`config.mk`:
```
export PLATFORM = sky130hd
export DESIGN_NAME = mmio_uart_tx
export DESIGN_NICKNAME = d
export VERILOG_FILES = /design/src/rtl/mmio_uart_tx.sv
export SDC_FILE = /design/constraint.sdc
export NUM_CORES = 1
export LEC_CHECK = 0
export CELL_PAD_IN_SITES_DETAIL_PLACEMENT = 1
export CELL_PAD_IN_SITES_GLOBAL_PLACEMENT = 2
export CORE_MARGIN = 4
export CORE_UTILIZATION = 30
export DETAILED_ROUTE_END_ITERATION = 8
export GPL_ROUTABILITY_DRIVEN = 0
export PLACE_DENSITY_LB_ADDON = 0.12
export SLEW_MARGIN = 10
export SYNTH_ARGS = -nofsm -noshare
export SYNTH_HDL_FRONTEND = slang
export SYNTH_SLANG_ARGS = --single-unit
```
`constraint.sdc`:
```
create_clock -name clk -period 2.3 [get_ports clk]
set_input_delay 0.46 -clock clk [delete_from_list [all_inputs] [get_ports clk]]
set_output_delay 0.46 -clock clk [all_outputs]
set_load 0.01 [all_outputs]
```
`src/rtl/mmio_uart_tx.sv`:
```
// Memory-mapped UART transmitter: stores to TX_ADDR are queued in a small FIFO
// and shifted out as 8N1 frames, LSB first, idle-high line.
module mmio_uart_tx #(
  parameter logic [31:0] TX_ADDR      = 32'h0000_0100,
  parameter int          CLKS_PER_BIT = 4,
  parameter int          FIFO_DEPTH   = 4
) (
  input  logic                          clk,
  input  logic                          reset,
  input  logic                          write_enable,
  input  logic [31:0]                   address_to_mem,
  input  logic [31:0]                   data_to_mem,
  output logic                          tx,
  output logic                          busy,
  output logic [$clog2(FIFO_DEPTH):0]   fifo_count,
  output logic                          overflow
);

  localparam int              PW        = $clog2(FIFO_DEPTH);
  localparam int              CW        = PW + 1;
  localparam logic [15:0]     LAST_TICK = 16'(CLKS_PER_BIT - 1);
  localparam logic [CW-1:0]   FULL      = CW'(FIFO_DEPTH);

  typedef enum logic [1:0] {
    S_IDLE,
    S_START,
    S_DATA,
    S_STOP
  } state_t;

  state_t        r_state, w_state_nx;
  logic [15:0]   r_timer, w_timer_nx;
  logic [2:0]    r_bit_idx, w_bit_nx;
  logic [7:0]    r_shift, w_shift_nx;
  logic [7:0]    r_mem [FIFO_DEPTH];
  logic [PW-1:0] r_wr_ptr, r_rd_ptr;
  logic [CW-1:0] r_count;
  logic          r_tx, r_busy, r_overflow;
  logic          w_tx_nx, w_pop, w_push, w_push_req, w_nonempty, w_last_tick;
  logic          w_unused;

  // Only the low data byte is transmitted; the upper bits are deliberately ignored.
  assign w_unused    = &{1'b0, data_to_mem[31:8]};

  assign w_push_req  = write_enable && (address_to_mem == TX_ADDR);
  assign w_nonempty  = (r_count != '0);
  assign w_last_tick = (r_timer == LAST_TICK);
  // A full FIFO still accepts a store when the head leaves in the same cycle.
  assign w_push      = w_push_req && ((r_count != FULL) || w_pop);

  // NOTE: every always_comb output gets a default first so no path can infer a latch.
  always_comb begin
    w_state_nx = r_state;
    w_timer_nx = r_timer;
    w_bit_nx   = r_bit_idx;
    w_shift_nx = r_shift;
    w_pop      = 1'b0;
    case (r_state)
      S_IDLE: begin
        if (w_nonempty) begin
          w_pop      = 1'b1;
          w_shift_nx = r_mem[r_rd_ptr];
          w_timer_nx = '0;
          w_state_nx = S_START;
        end
      end
      S_START: begin
        if (w_last_tick) begin
          w_timer_nx = '0;
          w_bit_nx   = '0;
          w_state_nx = S_DATA;
        end else begin
          w_timer_nx = r_timer + 16'd1;
        end
      end
      S_DATA: begin
        if (w_last_tick) begin
          w_timer_nx = '0;
          if (r_bit_idx == 3'd7) w_state_nx = S_STOP;
          else                   w_bit_nx   = r_bit_idx + 3'd1;
        end else begin
          w_timer_nx = r_timer + 16'd1;
        end
      end
      S_STOP: begin
        if (w_last_tick) begin
          w_timer_nx = '0;
          // Chain straight into the next frame so queued bytes leave without an idle gap.
          if (w_nonempty) begin
            w_pop      = 1'b1;
            w_shift_nx = r_mem[r_rd_ptr];
            w_state_nx = S_START;
          end else begin
            w_state_nx = S_IDLE;
          end
        end else begin
          w_timer_nx = r_timer + 16'd1;
        end
      end
      default: w_state_nx = S_IDLE;
    endcase

    case (w_state_nx)
      S_START: w_tx_nx = 1'b0;
      S_DATA:  w_tx_nx = w_shift_nx[w_bit_nx];
      default: w_tx_nx = 1'b1;
    endcase
  end

  // NOTE: sequential state uses non-blocking assignments so all registers update together.
  always_ff @(posedge clk) begin
    if (!reset) begin
      r_state    <= S_IDLE;
      r_timer    <= '0;
      r_bit_idx  <= '0;
      r_shift    <= '0;
      r_wr_ptr   <= '0;
      r_rd_ptr   <= '0;
      r_count    <= '0;
      r_tx       <= 1'b1;
      r_busy     <= 1'b0;
      r_overflow <= 1'b0;
    end else begin
      r_state   <= w_state_nx;
      r_timer   <= w_timer_nx;
      r_bit_idx <= w_bit_nx;
      r_shift   <= w_shift_nx;
      r_tx      <= w_tx_nx;
      r_busy    <= (w_state_nx != S_IDLE);
      if (w_push) r_wr_ptr <= r_wr_ptr + PW'(1);
      if (w_pop)  r_rd_ptr <= r_rd_ptr + PW'(1);
      case ({w_push, w_pop})
        2'b10:   r_count <= r_count + CW'(1);
        2'b01:   r_count <= r_count - CW'(1);
        default: r_count <= r_count;
      endcase
      if (w_push_req && !w_push) r_overflow <= 1'b1;
    end
  end

  // NOTE: FIFO storage has no reset; the pointers and count alone define which entries are valid.
  always_ff @(posedge clk) begin
    if (reset && w_push) r_mem[r_wr_ptr] <= data_to_mem[7:0];
  end

  assign tx         = r_tx;
  assign busy       = r_busy;
  assign fifo_count = r_count;
  assign overflow   = r_overflow;

endmodule

```
# == Word level (Yosys, flattened, before mapping) ==
# Memory sizes are Yosys's and may differ from the RTL's. A register that Yosys moved wholly into a read port is not among the register bits.
# Index checks and enable logic that the tools add are counted.
# op_classes
add_sub_neg,6
n_lt_le_gt_ge,1
eq_ne,12
mux,28
reduce_logical,11
# op_table
cell,count
"== test 32 x 9 -> 1 bit, second input constant",1
two-way mux 16 bit,2
case mux 16 bit (2 select lines),1
"adder 16 x 1 -> 16 bit, second input constant",1
"== test 16 x 2 -> 1 bit, second input constant",1
two-way mux 8 bit,2
case mux 8 bit (2 select lines),1
two-way mux 2 bit,7
case mux 3 bit (2 select lines),2
two-way mux 3 bit,3
"== test 2 bit, second input constant",4
case mux 2 bit (4 select lines),1
"adder 3 x 1 -> 3 bit, second input constant",2
"== test 2 x 1 -> 1 bit, second input constant",3
two-way mux 1 bit,6
"adder 2 x 1 -> 2 bit, second input constant",2
logical AND 1 bit,4
"less-than comparator 3 x 4 -> 1 bit, second input constant",1
case mux 1 bit (2 select lines),2
nonzero test 2 bit,2
binary-select mux 1 bit (select 3 bit),1
"== test 3 bit, second input constant",1
"!= test 3 bit, second input constant",1
nonzero test 3 bit,1
other kinds (6),6
# word_totals
reg_bits,39
mem_bits_rw,32
input_bits,67
elab_cells,69
mem_count,1
# mem_list
memory,depth,width,rd,rd_ports_with_merged_regs,wr,line_no,rtl
r_mem,4,8,1,1,1,35,logic [7:0] r_mem [FIFO_DEPTH];

# == Logic depth before layout (Yosys ltp) ==
# Gate-level depths: netlist of run 1.
# logic_depth
word_depth,9
mapped_depth,10
mapped_depth_nobuf,10

# == Worst setup path after synthesis of run 1 ==
# Ideal clock, no wire load.
# synth_path
kind,flip-flop to flip-flop
from,reg r_timer[0]
to,mem r_mem[0][0] (enable)
setup_ps,371
arrival_time_ps,2031
required_ps,1929
slack_ps,-102
stages_incl_launch_ff,8
path_buffers,1
cell_sequence,dfxtp_1 > ha_1 > nor4bb_1 > and4_1 > o21a_1 > buf_2 > o211ai_1 > nor2_1
# synth_between
elab_chain_len,8
# synth_rtl
item,line_no,rtl
start: declaration,32,"logic [15:0] r_timer, w_timer_nx;"
start signal: assignment,125,r_timer <= w_timer_nx;
== test 16 x 2 -> 1 bit,47,assign w_last_tick = (r_timer == LAST_TICK);
two-way mux 1 bit,86,if (w_last_tick) begin
case mux 1 bit (2 select lines),58,case (r_state)
logical OR 1 bit,49,assign w_push = w_push_req && ((r_count != FULL) || w_pop);
logical AND 1 bit,49,
logical AND 1 bit,143,if (reset && w_push) r_mem[r_wr_ptr] <= data_to_mem[7:0];
two-way mux 1 bit,143,
two-way mux 1 bit (not written as such),143,
end: declaration,35,
# No other way between the ends.

# == Worst setup path in the final report of run 1 ==
# layout_path
from,reg r_state[1]
to,reg r_tx (netlist: tx)
# layout_between
elab_chain_len,5
elab_cells_between_ends,17
# layout_rtl
item,line_no,rtl
start: declaration,31,"state_t r_state, w_state_nx;"
start signal: assignment,124,r_state <= w_state_nx;
"== test 2 bit, or another cell as far along",58,
"case mux 8 bit (2 select lines), or another cell as far along",58,
binary-select mux 1 bit (select 3 bit) / case mux 2 bit (4 select lines) (equally long branches),"105, 58",
"two-way mux 1 bit (not written as such), or another cell as far along",105,S_DATA: w_tx_nx = w_shift_nx[w_bit_nx];
case mux 1 bit (2 select lines) *,103,case (w_state_nx)
end signal: assignment,128,r_tx <= w_tx_nx;
end: declaration,38,"logic r_tx, r_busy, r_overflow;"
# Every way passes the cells marked *; elsewhere a longest branch is shown, timed or not. The select of a mux whose other input is x is not followed.
# A chain may end at the register's enable or synchronous reset.

==> impl_metrics.ini, run 1 <==
[outcome]
status = finished, final reports clean

[pwr]
power_switching_uw = 1359
pwr_density_cell_nw_per_um2 = 884.7
combinationalPowerShare_pct = 30.7
swShare_pct = 31.01
worst_ir_drop_vdd_mv = 0.4820
design_power_total_uw = 4383
power.sequential.fraction_pct = 35.8
static-leakage-power_uw = 0.001880
power_frac_clock_pct = 33.5
internal_pwr_total_uw = 3023

[floorplanning]
die_x_um = 115.5
core_um2 = 11080
initial_core_util_pct = 31.29
cell_rows = 38
chipHeight_um = 115.5
io-pin-count = 73
floorplan.die_area_um2 = 13340

[sta]
timing.final.crit_share_pct = 96.75
skew_ns = 0.006907
period_minus_slack_ns = 2.225
setup_viol = 0
grt_setup_unrepaired = yes
clock.fmax_mhz = 449.4
hold_viol = 0
timing_max_transition_violations_final = 0
worst_pin_slew_ns = 0.4227
timing.slew.headroom_pct = 71.78

[cts]
number_of_hold_repair_buffers_added_at_the_cts_stage = 0
cts.clk_slew.worst_paths_ns = 0.07
htree_levels = 3
clk_latency_ns = 0.34
cts-buffers-inserted = 9
cts.path.max_buffers = 2
root_buffer = sky130_fd_sc_hd__clkbuf_16
tritoncts = built
clock_sinks = 73

[global_routing]
antenna_found_initial = 0
grt_pass1_vias = 2897
gr_usage_total_pct = 14.31
globalRouteOverflowTotal = 0
grt_first_pass_wirelength_mm = 14.66
maximum_number_of_pins_on_one_net_before_global_route_repair = 27

[placement]
port_buffers = 48
half_perimeter_wire_length_of_the_detailed_placement_result_mm = 6.514
dpl.cell_count = 526
placedInstanceArea_um2 = 4368

[critical_path]
ff2ff_setup_slack_ns = 0.07
r2r_end = tx
crit_required_ns = 2.51
critPathMaxFanout = 7
timing.reg2reg.worst_path_depth = 10
r2r-start = r_state[1]
critical_path_arrival_ns = 2.44
timing.critical_path.to_type = flop
critical_path.startpoint_type = flop
path_class = reg -> reg

[yosys]
warnings_from_yosys = 0
synth.top_cells.by_area = sky130_fd_sc_hd__edfxtp_1 (28%), sky130_fd_sc_hd__dfxtp_1 (24%), sky130_fd_sc_hd__mux4_2 (5.2%), sky130_fd_sc_hd__ha_1 (4.0%), sky130_fd_sc_hd__nor2_1 (3.5%)
dominantRegCellSynth = sky130_fd_sc_hd__dfxtp_1
synth_edf_count = 32
syn_nets = 387
post_synth_inst_count = 308
synth_top_area_cell = sky130_fd_sc_hd__edfxtp_1
ys_seq_elements = 73
synth_top_cell_area_share_pct = 27.73
avgSynthCellArea_um2 = 11.25
synth-async-reset-ratio_pct = 0
yosysSeqAreaShare_pct = 51.41
yosysUniqueCellTypes = 54
netlist_area_um2 = 3466

[layout]
num-nets-final = 484
final-seq-area_um2 = 1787
drive_above_1_share_pct = 28.05
multiInputGateArea_um2 = 1757
n_fill_cell = 1186
utilization_pct = 44.71
ant_diodes = 0
area_growth_pct = 42.92
final_area_um2 = 4954
final-instance-count-excl-fill = 550

[drt]
route.layer.met1.wl_mm = 4.067
route.final.wire_length_mm = 8.870
dr_total_vias = 2676
detail_route.drc_violations = 0
highest_signal_layer_in_the_routed_design = met4
met3_wirelength_um = 276
avgViaCountPerCell = 4.865
met2_length_mm = 4.345
avg_wl_per_cell_um = 16.13
detailedRoute.firstIterationViolations = 91
ant_nets = 0
drtPass1Iterations = 4

[worst_hold_path]
hold_path.startpoint = overflow
hold_path_depth = 1
hold_class = reg -> reg
worst_hold_path.endpoint = overflow

[job]
max-cap-violations = 0
==> metrics by stage <==
step                      setup TNS (ns)  hold WS, ns  worst slack [ns]
after floorplan                   -3.257       0.4707           -0.1018
after global placement            -11.24       0.4518           -0.4073
after detailed placement          -12.32       0.4805           -0.4423
after CTS                              0       0.5094          0.002516
after global routing            -0.02716       0.5385          -0.01400
final                                  0       0.4905           0.07475
==> worst max-delay path: stages, from the launching register on <==
cell	delay, ns
sky130_fd_sc_hd__dfxtp_2	0.34
sky130_fd_sc_hd__ha_4	0.16
sky130_fd_sc_hd__nor4bb_2	0.16
sky130_fd_sc_hd__and4_1	0.24
sky130_fd_sc_hd__o21a_2	0.24
sky130_fd_sc_hd__buf_6	0.15
sky130_fd_sc_hd__buf_4	0.16
sky130_fd_sc_hd__a22oi_2	0.17
sky130_fd_sc_hd__mux2i_1	0.12
sky130_fd_sc_hd__a22oi_1	0.23
sky130_fd_sc_hd__a41oi_2	0.13
==> cell families (layout without fill, tap and decap cells) <==
| kind of cell | count (synthesis) | in the layout | synth area share, % |
|---|---|---|---|
| simple gates | 129 | 129 | 20.83 |
| flops | 73 | 73 | 51.41 |
| compound gates | 42 | 42 | 9.530 |
| buf+inv | 24 | 126 | 3.068 |
| xor+xnor | 14 | 14 | 3.538 |
| mux | 14 | 14 | 7.076 |
| fa+ha+maj | 12 | 12 | 4.549 |
==> layer usage <==
| layer | up-vias | track usage, % |
|---|---|---|
| met4 | 0 | 6.416 |
| met3 | 13 | 3.446 |
| met2 | 36 | 23.07 |
| met1 | 1301 | 18.26 |
| met5 | - | 0 |
| li1 | 1326 | - |
==> worst max path at each step <==
stage	from	to	cells after the start
global route	r_timer[0]	fifo_count[2]	9
floorplan	r_timer[0]	r_mem[0][0]	7
global placement	address_to_mem[3]	fifo_count[2]	11
finish	r_state[1]	tx	10
CTS	address_to_mem[10]	fifo_count[2]	11
detailed placement	address_to_mem[3]	fifo_count[2]	11
==> layout make-up <==
| class | instances | area share [%] |
|---|---|---|
| clock buffers | 9 | 4.547 |
| repair buffers | 96 | 17.61 |
| flip-flops and latches | 73 | 36.07 |
| clock inverters | 7 | 1.718 |
| inverters | 14 | 1.061 |
| multi-input cells | 211 | 35.46 |
| well taps | 140 | 3.536 |
==> Yosys cell counts (3+ instances only) <==
| cell type | number |
|---|---|
| sky130_fd_sc_hd__a21oi_1 | 9 |
| sky130_fd_sc_hd__a22oi_1 | 9 |
| sky130_fd_sc_hd__and2_1 | 8 |
| sky130_fd_sc_hd__and3_1 | 3 |
| sky130_fd_sc_hd__and4_1 | 3 |
| sky130_fd_sc_hd__clkbuf_1 | 6 |
| sky130_fd_sc_hd__dfxtp_1 | 41 |
| sky130_fd_sc_hd__edfxtp_1 | 32 |
| sky130_fd_sc_hd__ha_1 | 11 |
| sky130_fd_sc_hd__inv_1 | 14 |
| sky130_fd_sc_hd__mux2i_1 | 5 |
| sky130_fd_sc_hd__mux4_2 | 8 |
| sky130_fd_sc_hd__nand2_1 | 20 |
| sky130_fd_sc_hd__nand3_1 | 8 |
| sky130_fd_sc_hd__nand4_1 | 6 |
| sky130_fd_sc_hd__nor2_1 | 32 |
| sky130_fd_sc_hd__nor2b_1 | 14 |
| sky130_fd_sc_hd__nor3_1 | 5 |
| sky130_fd_sc_hd__nor4_1 | 11 |
| sky130_fd_sc_hd__o21ai_0 | 5 |
| sky130_fd_sc_hd__o21ai_1 | 3 |
| sky130_fd_sc_hd__xnor2_1 | 6 |
| sky130_fd_sc_hd__xor2_1 | 8 |
==> power by group through the flow <==
stage | logic, uW | registers (uW) | clock network (uW)
global placement | 1150 | 1570 | 0
detailed placement | 1170 | 1580 | 0
CTS | 1280 | 1560 | 1520
global route | 1490 | 1580 | 1590
finish | 1340 | 1570 | 1470
floorplan | 709 | 1570 | 0
==> state kept, by name, summed over array words and instances, names as in the netlist, 2 cells and up, named ones only <==
| register | flops |
|---|---|
| r_mem | 32 |
| r_timer | 16 |
| r_shift | 8 |
| fifo_count | 3 |
| r_bit_idx | 3 |
| r_rd_ptr | 2 |
| r_state | 2 |
| r_wr_ptr | 2 |
==> cell usage in the layout (no fill, tap or decap), types with 5 or more instances in the layout <==
cell type / instances
sky130_fd_sc_hd__buf_4: 47
sky130_fd_sc_hd__dfxtp_1: 37
sky130_fd_sc_hd__clkdlybuf4s50_1: 37
sky130_fd_sc_hd__edfxtp_1: 32
sky130_fd_sc_hd__nor2_1: 31
sky130_fd_sc_hd__nand2_1: 20
sky130_fd_sc_hd__inv_1: 14
sky130_fd_sc_hd__nor2b_1: 14
sky130_fd_sc_hd__dlymetal6s2s_1: 11
sky130_fd_sc_hd__a21oi_1: 9
sky130_fd_sc_hd__clkbuf_16: 9
sky130_fd_sc_hd__nor4_2: 8
sky130_fd_sc_hd__xor2_1: 8
sky130_fd_sc_hd__and2_1: 8
sky130_fd_sc_hd__mux4_2: 8
sky130_fd_sc_hd__ha_1: 8
sky130_fd_sc_hd__nand3_1: 7
sky130_fd_sc_hd__nand4_1: 6
sky130_fd_sc_hd__xnor2_1: 6
sky130_fd_sc_hd__mux2i_1: 5
sky130_fd_sc_hd__a22oi_2: 5
==> timing repair <==
| action | CTS | global route |
|---|---|---|
| gates resized for setup | 10 | 41 |
| pin swaps | 9 | 19 |
| setup buffers | 6 | 2 |
| endpoints found under the setup margin | 35 | 38 |
Note: power is estimated with default switching activity, not from simulation.
==> inputs of run 2 (changes only) <==
- CORE_ASPECT_RATIO: unset -> 0.5
==> impl_metrics.ini, run 2 (synthesized netlist as in run 1, its figures left out) <==
[layout]
layout.cells.most_common = sky130_fd_sc_hd__buf_4
mostFrequentLayoutCells = sky130_fd_sc_hd__buf_4 (40), sky130_fd_sc_hd__dfxtp_1 (32), sky130_fd_sc_hd__edfxtp_1 (32)
largest_register_ff_count = 32
final-seq-area_um2 = 1800
regMostFlops = r_mem
drive_above_1_share_pct = 28.40
final_area_um2 = 4994
biggestRegsByFlops = r_mem (32), r_timer (16), r_shift (8)
n_fill_cell = 1183
multiInputGateArea_um2 = 1784
ant_diodes = 0
final-instance-count-excl-fill = 550
area_growth_pct = 44.08
utilization_pct = 44.79
num-nets-final = 479

[sta]
period_minus_slack_ns = 2.253
timing.slew.headroom_pct = 69.43
hold_viol = 0
skew_ns = 0.008180
finalSetupTns_ns = 0
timing.final.crit_share_pct = 97.97
clock.fmax_mhz = 443.8
holdWs_ns = 0.4702
setup_viol = 0
timing_max_transition_violations_final = 0
worst_pin_slew_ns = 0.4551

[cts]
root_buffer = sky130_fd_sc_hd__clkbuf_16
number_of_hold_repair_buffers_added_at_the_cts_stage = 0
cts.path.max_buffers = 2
cts-buffers-inserted = 9
cts.clk_slew.worst_paths_ns = 0.07
htree_levels = 3
clock_sinks = 73
tritoncts = built
clk_latency_ns = 0.34

[critical_path]
critPathMaxFanout = 5
timing.critical_path.to_type = flop
path_class = reg -> reg
critical_path_arrival_ns = 2.52
critical_path.startpoint_type = flop
crit_required_ns = 2.57

[drt]
detail_route.drc_violations = 0
avgViaCountPerCell = 4.796
detailedRoute.firstIterationViolations = 63
drtPass1Iterations = 4
ant_nets = 0
avg_wl_per_cell_um = 16.29
dr_total_vias = 2638
route.final.wire_length_mm = 8.960

[worst_hold_path]
hold_class = reg -> reg

[floorplanning]
core_um2 = 11150
io-pin-count = 73
floorplan.die_area_um2 = 13440
cell_rows = 27
initial_core_util_pct = 31.09
chipHeight_um = 84
die_x_um = 160.0

[placement]
half_perimeter_wire_length_of_the_detailed_placement_result_mm = 6.521
placedInstanceArea_um2 = 4329
port_buffers = 48
dpl.cell_count = 525

[global_routing]
antenna_found_initial = 0
grt_first_pass_wirelength_mm = 14.59
gr_usage_total_pct = 13.90
maximum_number_of_pins_on_one_net_before_global_route_repair = 27
grt_pass1_vias = 2845
globalRouteOverflowTotal = 0

[outcome]
status = finished, final reports clean

[pwr]
static-leakage-power_uw = 0.001962
worst_ir_drop_vdd_mv = 0.4119
pwr_density_cell_nw_per_um2 = 876.4

[job]
max-cap-violations = 0
## run 2: cell types whose count changed in the layout (fill, tap and decap cells not counted), moves of 2 or more
cell,delta
sky130_fd_sc_hd__buf_4,-7
sky130_fd_sc_hd__dfxtp_1,-5
sky130_fd_sc_hd__nor4_4,+2
sky130_fd_sc_hd__nor4_2,-3
sky130_fd_sc_hd__dfxtp_4,+3
sky130_fd_sc_hd__dfxtp_2,+2
sky130_fd_sc_hd__dlymetal6s2s_1,+8
sky130_fd_sc_hd__clkdlybuf4s50_1,-8
## run 2: timing repair
item / in CTS / in global routing
setup buffers: 4 / 5
pin swaps: 6 / 27
endpoints found under the setup margin: 35 / 37
gates resized for setup: 14 / 61
## run 2: final timing paths
path	startpoint	to	slack [ns]	cells after the start
worst max register to register	r_timer[0]	tx	0.05	9
worst max-delay path	r_timer[0]	tx	0.05	9
worst min-delay path	overflow	overflow	0.47	1
worst min register to register	overflow	overflow	0.47	1
## run 2: stage by stage
stage | setup WS (ns) | total power (uW)
after floorplan | -0.1018 | 2279
after global placement | -0.4046 | 2717
after detailed placement | -0.4206 | 2752
after CTS | 0.02037 | 4261
after global routing | -0.03108 | 4669
final | 0.04676 | 4376
## run 2: power by group
part           total, uW  switching, uW  internal (uW)
clock               1440            618            818
combinational       1370            656            710
sequential          1570            104           1470
total               4380           1380           3000
## run 2: layout make-up
| type | count | share of cell area, % |
|---|---|---|
| Multi-Input combinational cell | 211 | 35.73 |
| Timing Repair Buffer | 91 | 17.44 |
| Sequential cell | 73 | 36.06 |
| Tap cell | 145 | 3.633 |
| Inverter | 14 | 1.052 |
| Clock buffer | 10 | 5.011 |
| Clock inverter | 6 | 1.077 |
## run 2: critical path, stage by stage, from the launching register on
cell and delay, ns:
sky130_fd_sc_hd__dfxtp_2 0.34, sky130_fd_sc_hd__ha_4 0.17, sky130_fd_sc_hd__buf_4 0.13, sky130_fd_sc_hd__buf_4 0.12
sky130_fd_sc_hd__and4b_2 0.29, sky130_fd_sc_hd__a41o_1 0.25, sky130_fd_sc_hd__a22o_4 0.26, sky130_fd_sc_hd__mux2_4 0.30
sky130_fd_sc_hd__a2bb2oi_1 0.16, sky130_fd_sc_hd__a41oi_2 0.17
## run 2: per-layer routing
metal / wire [um] / track usage, % / share of wire (%) / vias to the layer above
met2: 4564 / 24.57 / 51 / 22
li1: - / - / - / 1307
met5: 0 / 0 / 0 / -
met3: 230 / 4.341 / 2.6 / 10
met4: 94 / 3.981 / 1.0 / 0
met1: 4071 / 16.33 / 45 / 1299
